**config.mk**
```make
export PLATFORM = sky130hd
export DESIGN_NAME = alu_multicycle
export DESIGN_NICKNAME = d
export VERILOG_FILES = /design/src/rtl/alu_multicycle.sv
export SDC_FILE = /design/constraint.sdc
export NUM_CORES = 1
export LEC_CHECK = 0
export ABC_CLOCK_PERIOD_IN_PS = 2910
export BUFFER_PORTS_ARGS = -buffer_cell sky130_fd_sc_hd__buf_2
export CAP_MARGIN = 20
export CELL_PAD_IN_SITES_DETAIL_PLACEMENT = 2
export CELL_PAD_IN_SITES_GLOBAL_PLACEMENT = 2
export CORE_UTILIZATION = 33
export CTS_CLUSTER_DIAMETER = 150
export DETAILED_ROUTE_END_ITERATION = 10
export PLACE_DENSITY = 0.85
export SYNTH_ARGS = -nofsm -noshare
export SYNTH_HDL_FRONTEND = slang
export SYNTH_SLANG_ARGS = --single-unit
```
**constraint.sdc**
```tcl
create_clock -name clk -period 2.91 [get_ports clk]
set_input_delay 0 -clock clk [delete_from_list [all_inputs] [get_ports clk]]
set_output_delay 0 -clock clk [all_outputs]
set_load 0.02 [all_outputs]
```
**src/rtl/alu_multicycle.sv**
```systemverilog
// Multi-cycle ADD/SUB/MUL/DIV unit with a start/done handshake toward the control unit.
// Optional AND/XOR opcodes (110/111) are built only when ALU_LOGIC_OPS_EN is defined.
module alu_multicycle #(
  parameter int WIDTH      = 16,
  parameter int ITER_CNT_W = 5
) (
  input  logic             clk,
  input  logic             reset,
  input  logic             alu_start,
  input  logic [2:0]       alu_opcode,
  input  logic [WIDTH-1:0] alu_a,
  input  logic [WIDTH-1:0] alu_b,
  output logic [WIDTH-1:0] alu_result_low,
  output logic [WIDTH-1:0] alu_result_high,
  output logic             alu_done,
  output logic             alu_busy
);

  localparam logic [2:0] OP_ADD = 3'b000;
  localparam logic [2:0] OP_SUB = 3'b001;
  localparam logic [2:0] OP_MUL = 3'b010;
  localparam logic [2:0] OP_DIV = 3'b011;
`ifdef ALU_LOGIC_OPS_EN
  localparam logic [2:0] OP_AND = 3'b110;
  localparam logic [2:0] OP_XOR = 3'b111;
`endif

  localparam logic [ITER_CNT_W-1:0] LAST_ITER = ITER_CNT_W'(WIDTH - 1);

  typedef enum logic [2:0] {
    S_IDLE,
    S_CALC,
    S_ITER,
    S_FINISH,
    S_RELEASE
  } state_t;

  state_t                  state_reg, state_next;
  logic [2:0]              op_reg, op_next;
  logic [WIDTH-1:0]        a_reg, a_next;
  logic [WIDTH-1:0]        b_reg, b_next;
  logic [2*WIDTH-1:0]      acc_reg, acc_next;
  logic [ITER_CNT_W-1:0]   cnt_reg, cnt_next;
  logic [WIDTH-1:0]        low_reg, low_next;
  logic [WIDTH-1:0]        high_reg, high_next;
  logic                    done_reg, done_next;
  logic                    busy_reg, busy_next;

  logic                    iter_op;
  logic [WIDTH:0]          add_sum;
  logic [WIDTH:0]          sub_diff;
  logic [WIDTH:0]          mul_sum;
  logic [WIDTH:0]          div_shift;
  logic                    div_borrow;
  logic [WIDTH-1:0]        div_rem;

  // Division by zero is resolved in a single cycle, so it never enters ITER.
  assign iter_op = (alu_opcode == OP_MUL) ||
                   ((alu_opcode == OP_DIV) && (alu_b != '0));

  assign add_sum  = {1'b0, a_reg} + {1'b0, b_reg};
  assign sub_diff = {1'b0, a_reg} - {1'b0, b_reg};

  // Shift-add multiply: acc holds {partial product, remaining multiplier bits}.
  assign mul_sum = {1'b0, acc_reg[2*WIDTH-1:WIDTH]} +
                   {1'b0, (acc_reg[0] ? a_reg : {WIDTH{1'b0}})};

  // Restoring divide: acc holds {remainder, dividend bits / quotient bits}.
  assign div_shift  = {acc_reg[2*WIDTH-1:WIDTH], acc_reg[WIDTH-1]};
  assign div_borrow = (div_shift < {1'b0, b_reg});
  assign div_rem    = div_borrow ? div_shift[WIDTH-1:0] : (div_shift[WIDTH-1:0] - b_reg);

  always_ff @(posedge clk or negedge reset) begin
    if (!reset) begin
      state_reg <= S_IDLE;
    end else begin
      state_reg <= state_next;
    end
  end

  always_comb begin
    state_next = state_reg;
    case (state_reg)
      S_IDLE:    if (alu_start) state_next = iter_op ? S_ITER : S_CALC;
      S_CALC:    state_next = S_RELEASE;
      S_ITER:    if (cnt_reg == LAST_ITER) state_next = S_FINISH;
      S_FINISH:  state_next = S_RELEASE;
      S_RELEASE: if (!alu_start) state_next = S_IDLE;
      default:   state_next = S_IDLE;
    endcase
  end

  always_comb begin
    op_next   = op_reg;
    a_next    = a_reg;
    b_next    = b_reg;
    acc_next  = acc_reg;
    cnt_next  = cnt_reg;
    low_next  = low_reg;
    high_next = high_reg;
    done_next = 1'b0;
    busy_next = busy_reg;
    case (state_reg)
      S_IDLE: begin
        if (alu_start) begin
          op_next   = alu_opcode;
          a_next    = alu_a;
          b_next    = alu_b;
          cnt_next  = '0;
          busy_next = 1'b1;
          acc_next  = (alu_opcode == OP_MUL) ? {{WIDTH{1'b0}}, alu_b}
                                             : {{WIDTH{1'b0}}, alu_a};
        end
      end
      S_CALC: begin
        done_next = 1'b1;
        case (op_reg)
          OP_ADD: begin
            low_next  = add_sum[WIDTH-1:0];
            high_next = {{(WIDTH-1){1'b0}}, add_sum[WIDTH]};
          end
          OP_SUB: begin
            low_next  = sub_diff[WIDTH-1:0];
            high_next = {{(WIDTH-1){1'b0}}, sub_diff[WIDTH]};
          end
          OP_DIV: begin
            low_next  = {WIDTH{1'b1}};
            high_next = a_reg;
          end
`ifdef ALU_LOGIC_OPS_EN
          OP_AND: begin
            low_next  = a_reg & b_reg;
            high_next = '0;
          end
          OP_XOR: begin
            low_next  = a_reg ^ b_reg;
            high_next = '0;
          end
`endif
          default: begin
            low_next  = '0;
            high_next = '0;
          end
        endcase
      end
      S_ITER: begin
        if (op_reg == OP_MUL) begin
          acc_next = {mul_sum, acc_reg[WIDTH-1:1]};
        end else begin
          acc_next = {div_rem, acc_reg[WIDTH-2:0], ~div_borrow};
        end
        if (cnt_reg != LAST_ITER) cnt_next = cnt_reg + 1'b1;
      end
      S_FINISH: begin
        done_next = 1'b1;
        low_next  = acc_reg[WIDTH-1:0];
        high_next = acc_reg[2*WIDTH-1:WIDTH];
      end
      S_RELEASE: begin
        busy_next = 1'b0;
      end
      default: ;
    endcase
  end

  always_ff @(posedge clk or negedge reset) begin
    if (!reset) begin
      op_reg   <= '0;
      a_reg    <= '0;
      b_reg    <= '0;
      acc_reg  <= '0;
      cnt_reg  <= '0;
      low_reg  <= '0;
      high_reg <= '0;
      done_reg <= 1'b0;
      busy_reg <= 1'b0;
    end else begin
      op_reg   <= op_next;
      a_reg    <= a_next;
      b_reg    <= b_next;
      acc_reg  <= acc_next;
      cnt_reg  <= cnt_next;
      low_reg  <= low_next;
      high_reg <= high_next;
      done_reg <= done_next;
      busy_reg <= busy_next;
    end
  end

  assign alu_result_low  = low_reg;
  assign alu_result_high = high_reg;
  assign alu_done        = done_reg;
  assign alu_busy        = busy_reg;

endmodule

```
# --- Word-level counts from Yosys, hierarchy flattened ---
# Index checks and enable logic that the tools add are counted.
op_classes:
  muxes: 21
  n_bitwise: 1
  addsub: 5
  magnitude_cmp: 1
  reduce_logical: 14
  n_eq_ne: 15
op_table:
  columns: ["cell", "count"]
  rows:
  - ["$pmux W16 S3", 2]
  - ["$mux W32", 2]
  - ["$pmux W16 S2", 2]
  - ["$pmux W32 S2", 1]
  - ["$mux W16", 3]
  - ["$add A16 B16 Y17", 2]
  - ["$eq A3 B2 Y1 const B", 6]
  - ["$lt A17 B16 Y1", 1]
  - ["$sub A16 B16 Y17", 1]
  - ["$reduce_bool A16 Y1", 1]
  - ["$sub A16 B16 Y16", 1]
  - ["$pmux W3 S4", 1]
  - ["$mux W5", 2]
  - ["$pmux W5 S2", 1]
  - ["$mux W3", 3]
  - ["$ne A2 B2 Y1 const B", 4]
  - ["$eq A3 B1 Y1 const B", 2]
  - ["$logic_not A3 Y1", 2]
  - ["$reduce_and A2 Y1", 3]
  - ["$reduce_and A3 Y1", 2]
  - ["$reduce_bool A2 Y1", 3]
  - ["$add A5 B1 Y5 const B", 1]
  - ["$eq A5 B4 Y1 const B", 1]
  - ["$ne A5 B4 Y1 const B", 1]
  - ["8 further kinds", 9]
totals:
  reg_bits: 109
  out_inout_bits: 34
  inputBits: 38

# --- Depth between registers and ports, before layout ---
logic_depth:
  depth_word: 6
  ltp_mapped: 13

# --- Worst setup path before layout ---
# Ideal clock, no wire load.
synth_path:
  kind: "register to register"
  start: "register b_reg[1]"
  end: "register acc_reg[21]"
  t_arrival_ns: 2.622
  path_stages_with_launch: 12
  slack_ns: 0.167
  synth_period_minus_slack_ns: 2.743
  n_path_buf: 1
  required_time_ns: 2.789
  cell_sequence: "dfrtp_1 inv_1 ha_1 nor2b_1 o31a_1 o41a_1 o41ai_4 o211ai_4 buf_6 nor3_1 a31oi_1 a22o_1"
synth_via:
  elab_chain_cells: 4
  elab_cells_between_ends: 5
synth_rtl:
  columns: ["element", "line_no", "text"]
  rows:
  - ["start: declaration", "41", "logic [WIDTH-1:0] b_reg, b_next;"]
  - ["start signal: assignment", "180", "b_reg <= b_next;"]
  - ["$sub A16 B16 Y16 or $lt A17 B16 Y1 (tied branches)", "71, 70", null]
  - ["$mux W16 (*)", "71", "assign div_rem = div_borrow ? div_shift[WIDTH-1:0] : (div_shift[WIDTH-1:0] - b_reg);"]
  - ["$mux W32 (*)", "147", "if (op_reg == OP_MUL) begin"]
  - ["$pmux W32 S2 (*)", "103", "case (state_reg)"]
  - ["end signal: assignment", "181", "acc_reg <= acc_next;"]
  - ["end: declaration", "42", "logic [2*WIDTH-1:0] acc_reg, acc_next;"]
# Mark *: on every way between the ends. The rest lies on a longest branch, timed or not.
# A chain may end at the register's enable or synchronous reset.

# --- Final worst setup path ---
layout_path:
  start: "register acc_reg[25]"
  end: "register acc_reg[19]"
layout_via:
  elab_chain_cells: 4
layout_rtl:
  columns: ["element", "line_no", "text"]
  rows:
  - ["$lt A17 B16 Y1", "70", "assign div_borrow = (div_shift < {1'b0, b_reg});"]
  - ["$mux W16", "71", null]
  - ["$mux W32", "147", null]
  - ["$pmux W32 S2", "103", null]
# Every way passes these cells.

==> results.ini <==
[clock_tree]
clk_transition_reported_paths_ns=0.08
clk_latency_ns=0.37
h-tree-depth=3
cts_made_buffers=9
cts_tree=built
clockRootBuffer=clkbuf_16
clockBufferDepth=2
cts_sinks=109

[sta]
slew_viol_final=0
fin_crit_ns=3.01
finalSetupViolCount=7
skew_ns=0.00603
finalHoldViolations=0
whs_ns=0.268
period_share=1.03
layout_setup_ws_ns=-0.0997
slew_headroom=0.419
rsz0062_at_grt=yes
max_freq_mhz=332
worst_pin_slew_ns=0.872

[final_layout]
multi_input_area_mm2=0.00554
final_common_cell=nand2_1
area_growth_pct=23.6
largest_reg_flops=32
fill_cells=2729
stdcell_area_mm2=0.0103
drive_above_1_share=0.178
final_nets=1258
final-seq-area_mm2=0.00273
num_antenna_cells=0
final_util=0.420
layout_common_cells=156 x nand2_1, 112 x nor2_1, 104 x dfrtp_1

[logic_synthesis]
synth_edf_count=0
synth_ff_type=dfrtp_1
async_flop_share=1.00
syn-instance-count=1030
synth_cell_types=69
seq_area_frac_synth=0.326
synth-seq-cells=109
synth.avg_cell_area_um2=8.12
post_synth_instance_area_mm2=0.00836
synth_nets=1139
ys_warn_count=0

[floorplan]
initial_utilization=0.340
num_rows=57
coreArea_mm2=0.0246
die_h_um=161
ios=72
die_area_mm2=0.0260
die_w_um=161

[critical_path]
endpoint_kind=flop
ff2ff_setup_slack_ns=-0.1
critPathBufInv=0
r2r-end=acc_reg[19]
path_delay_family=compound AO/OA/AOI/OAI gates
timing.rr.start=acc_reg[25]
path_max_fanout=6
cp.depth=9
r2r_cells=9
cpPeakStageDelay_ns=0.49
crit_top_cell=a21o_1
crit_chain=ha_1 > a21o_1 > a21o_1 > a21o_1 > nand4_1 > o211ai_4 > mux2i_1 > a21oi_1 > a21o_1
cp-start-kind=flop
worstPathRequired_ns=3.17
critPathKind=flop to flop
worstPathArrival_ns=3.27
cp_slowest_cell=nand4_1

[placement]
place_area_mm2=0.00922
dp_slack_ns=-0.121
gp_congestion=0.883
dp_hpwl_um=24600
port_buffers=71

[hold_path]
hold_class=primary input to asynchronous set/reset pin

[power_and_ir_drop]
vdd_drop_max_v=0.000449
p_leak_nw=4.68
powerDensity_mw_per_mm2=1500
total_power_w=0.0155

[routing]
ant_nets=0
first_pass_iters=7
drc_errors=0
drt-total-wl_um=38300
drt_iter0_markers=666
dr_total_vias=8962
wl_per_cell_um=25.9
viasPerCell=6.06

[global_route]
antenna_found_initial=0
grt_pass1_wl_um=55500
grt_pass1_vias=9576
grt-ovfl-total=0
grt_start_max_net_pins=63
grt_usage=0.278

[outcome]
status=finished with violations
violations=setup timing

[run]
maxCapViolCount=0

## where the power goes
group          total, W  internal, W  switching [W]  leakage [nW]
Sequential      0.00307      0.00223       0.000842          1.36
Clock           0.00132     0.000641       0.000681         0.147
Combinational    0.0111      0.00411        0.00697          3.18
## kinds of logic after synthesis
kind of cell	synth area share
compound gates	0.244
xor+xnor	0.0430
fa+ha+maj	0.110
buf+inv	0.0495
flops	0.326
mux	0.0314
simple gates	0.196
## worst max path at each step
stage                           start  slack (ns)                  to
final                     acc_reg[25]        -0.1         acc_reg[19]
after global routing         b_reg[3]       -0.14  alu_result_low[10]
after CTS                    b_reg[1]       -0.05         acc_reg[25]
after detailed placement   acc_reg[0]       -0.12         acc_reg[29]
after global placement     acc_reg[0]      -0.004         acc_reg[29]
after floorplan              b_reg[1]        0.17         acc_reg[21]
## cell usage after synthesis, types with 3 or more instances
master,n,area share
a211o_1,3,0.0031
a211oi_1,21,0.019
a211oi_2,4,0.0060
a21o_1,10,0.0090
a21oi_1,67,0.040
a221oi_1,19,0.020
a22o_1,6,0.0063
a31oi_1,25,0.019
a32oi_1,3,0.0031
and2_1,18,0.013
and3_1,4,0.0030
buf_1,5,0.0022
clkbuf_1,48,0.022
dfrtp_1,109,0.33
fa_1,4,0.0096
ha_1,67,0.10
inv_1,49,0.022
mux2i_1,24,0.029
nand2_1,156,0.070
nand2b_1,11,0.0082
nand3_1,17,0.010
nand4_1,6,0.0045
nor2_1,117,0.053
nor2b_1,10,0.0075
nor3_1,17,0.010
nor4_1,7,0.0052
o211ai_1,8,0.0072
o21a_1,9,0.0081
o21ai_0,59,0.035
o21ai_1,12,0.0072
o21bai_1,7,0.0063
o221ai_1,3,0.0031
o31a_1,6,0.0063
o31ai_1,6,0.0054
o41ai_1,5,0.0052
or2_2,3,0.0022
or3_1,4,0.0030
xnor2_1,25,0.026
xor2_1,16,0.017
## per-stage QoR
step	instances	TNS, ns
2_1_floorplan	1030	0
4_1_cts	1468	-0.254
5_1_grt	1478	-1.17
3_5_place_dp	1405	-0.539
3_3_place_gp	1405	-0.00388
6_report	1478	-0.351
## timing repair
item                       4_1_cts  5_1_grt
setup endpoints to repair       17       24
gates cloned                     2        1
gates resized for setup         22       38
buffers inserted                 8        9
hold endpoints to repair        98        0
hold buffers                    37        0
pin swaps                       13       17
## cell type report
type / instances / share of cell area
clock buffer: 11 / 0.0245
sequential: 109 / 0.265
clock inverter: 5 / 0.00388
tap: 324 / 0.0392
timing repair buffer: 162 / 0.114
multi-input combinational: 818 / 0.536
inverter: 49 / 0.0178
## routing by layer
metal  vias up  global-route usage  wire [um]
met4         0               0.111       1500
met5         -                   0          0
met3        86              0.0431       1800
met2       325               0.479      19000
li1       3900                   -          -
met1      4651               0.345      16000
No activity file was read; power rests on OpenSTA's default activity.
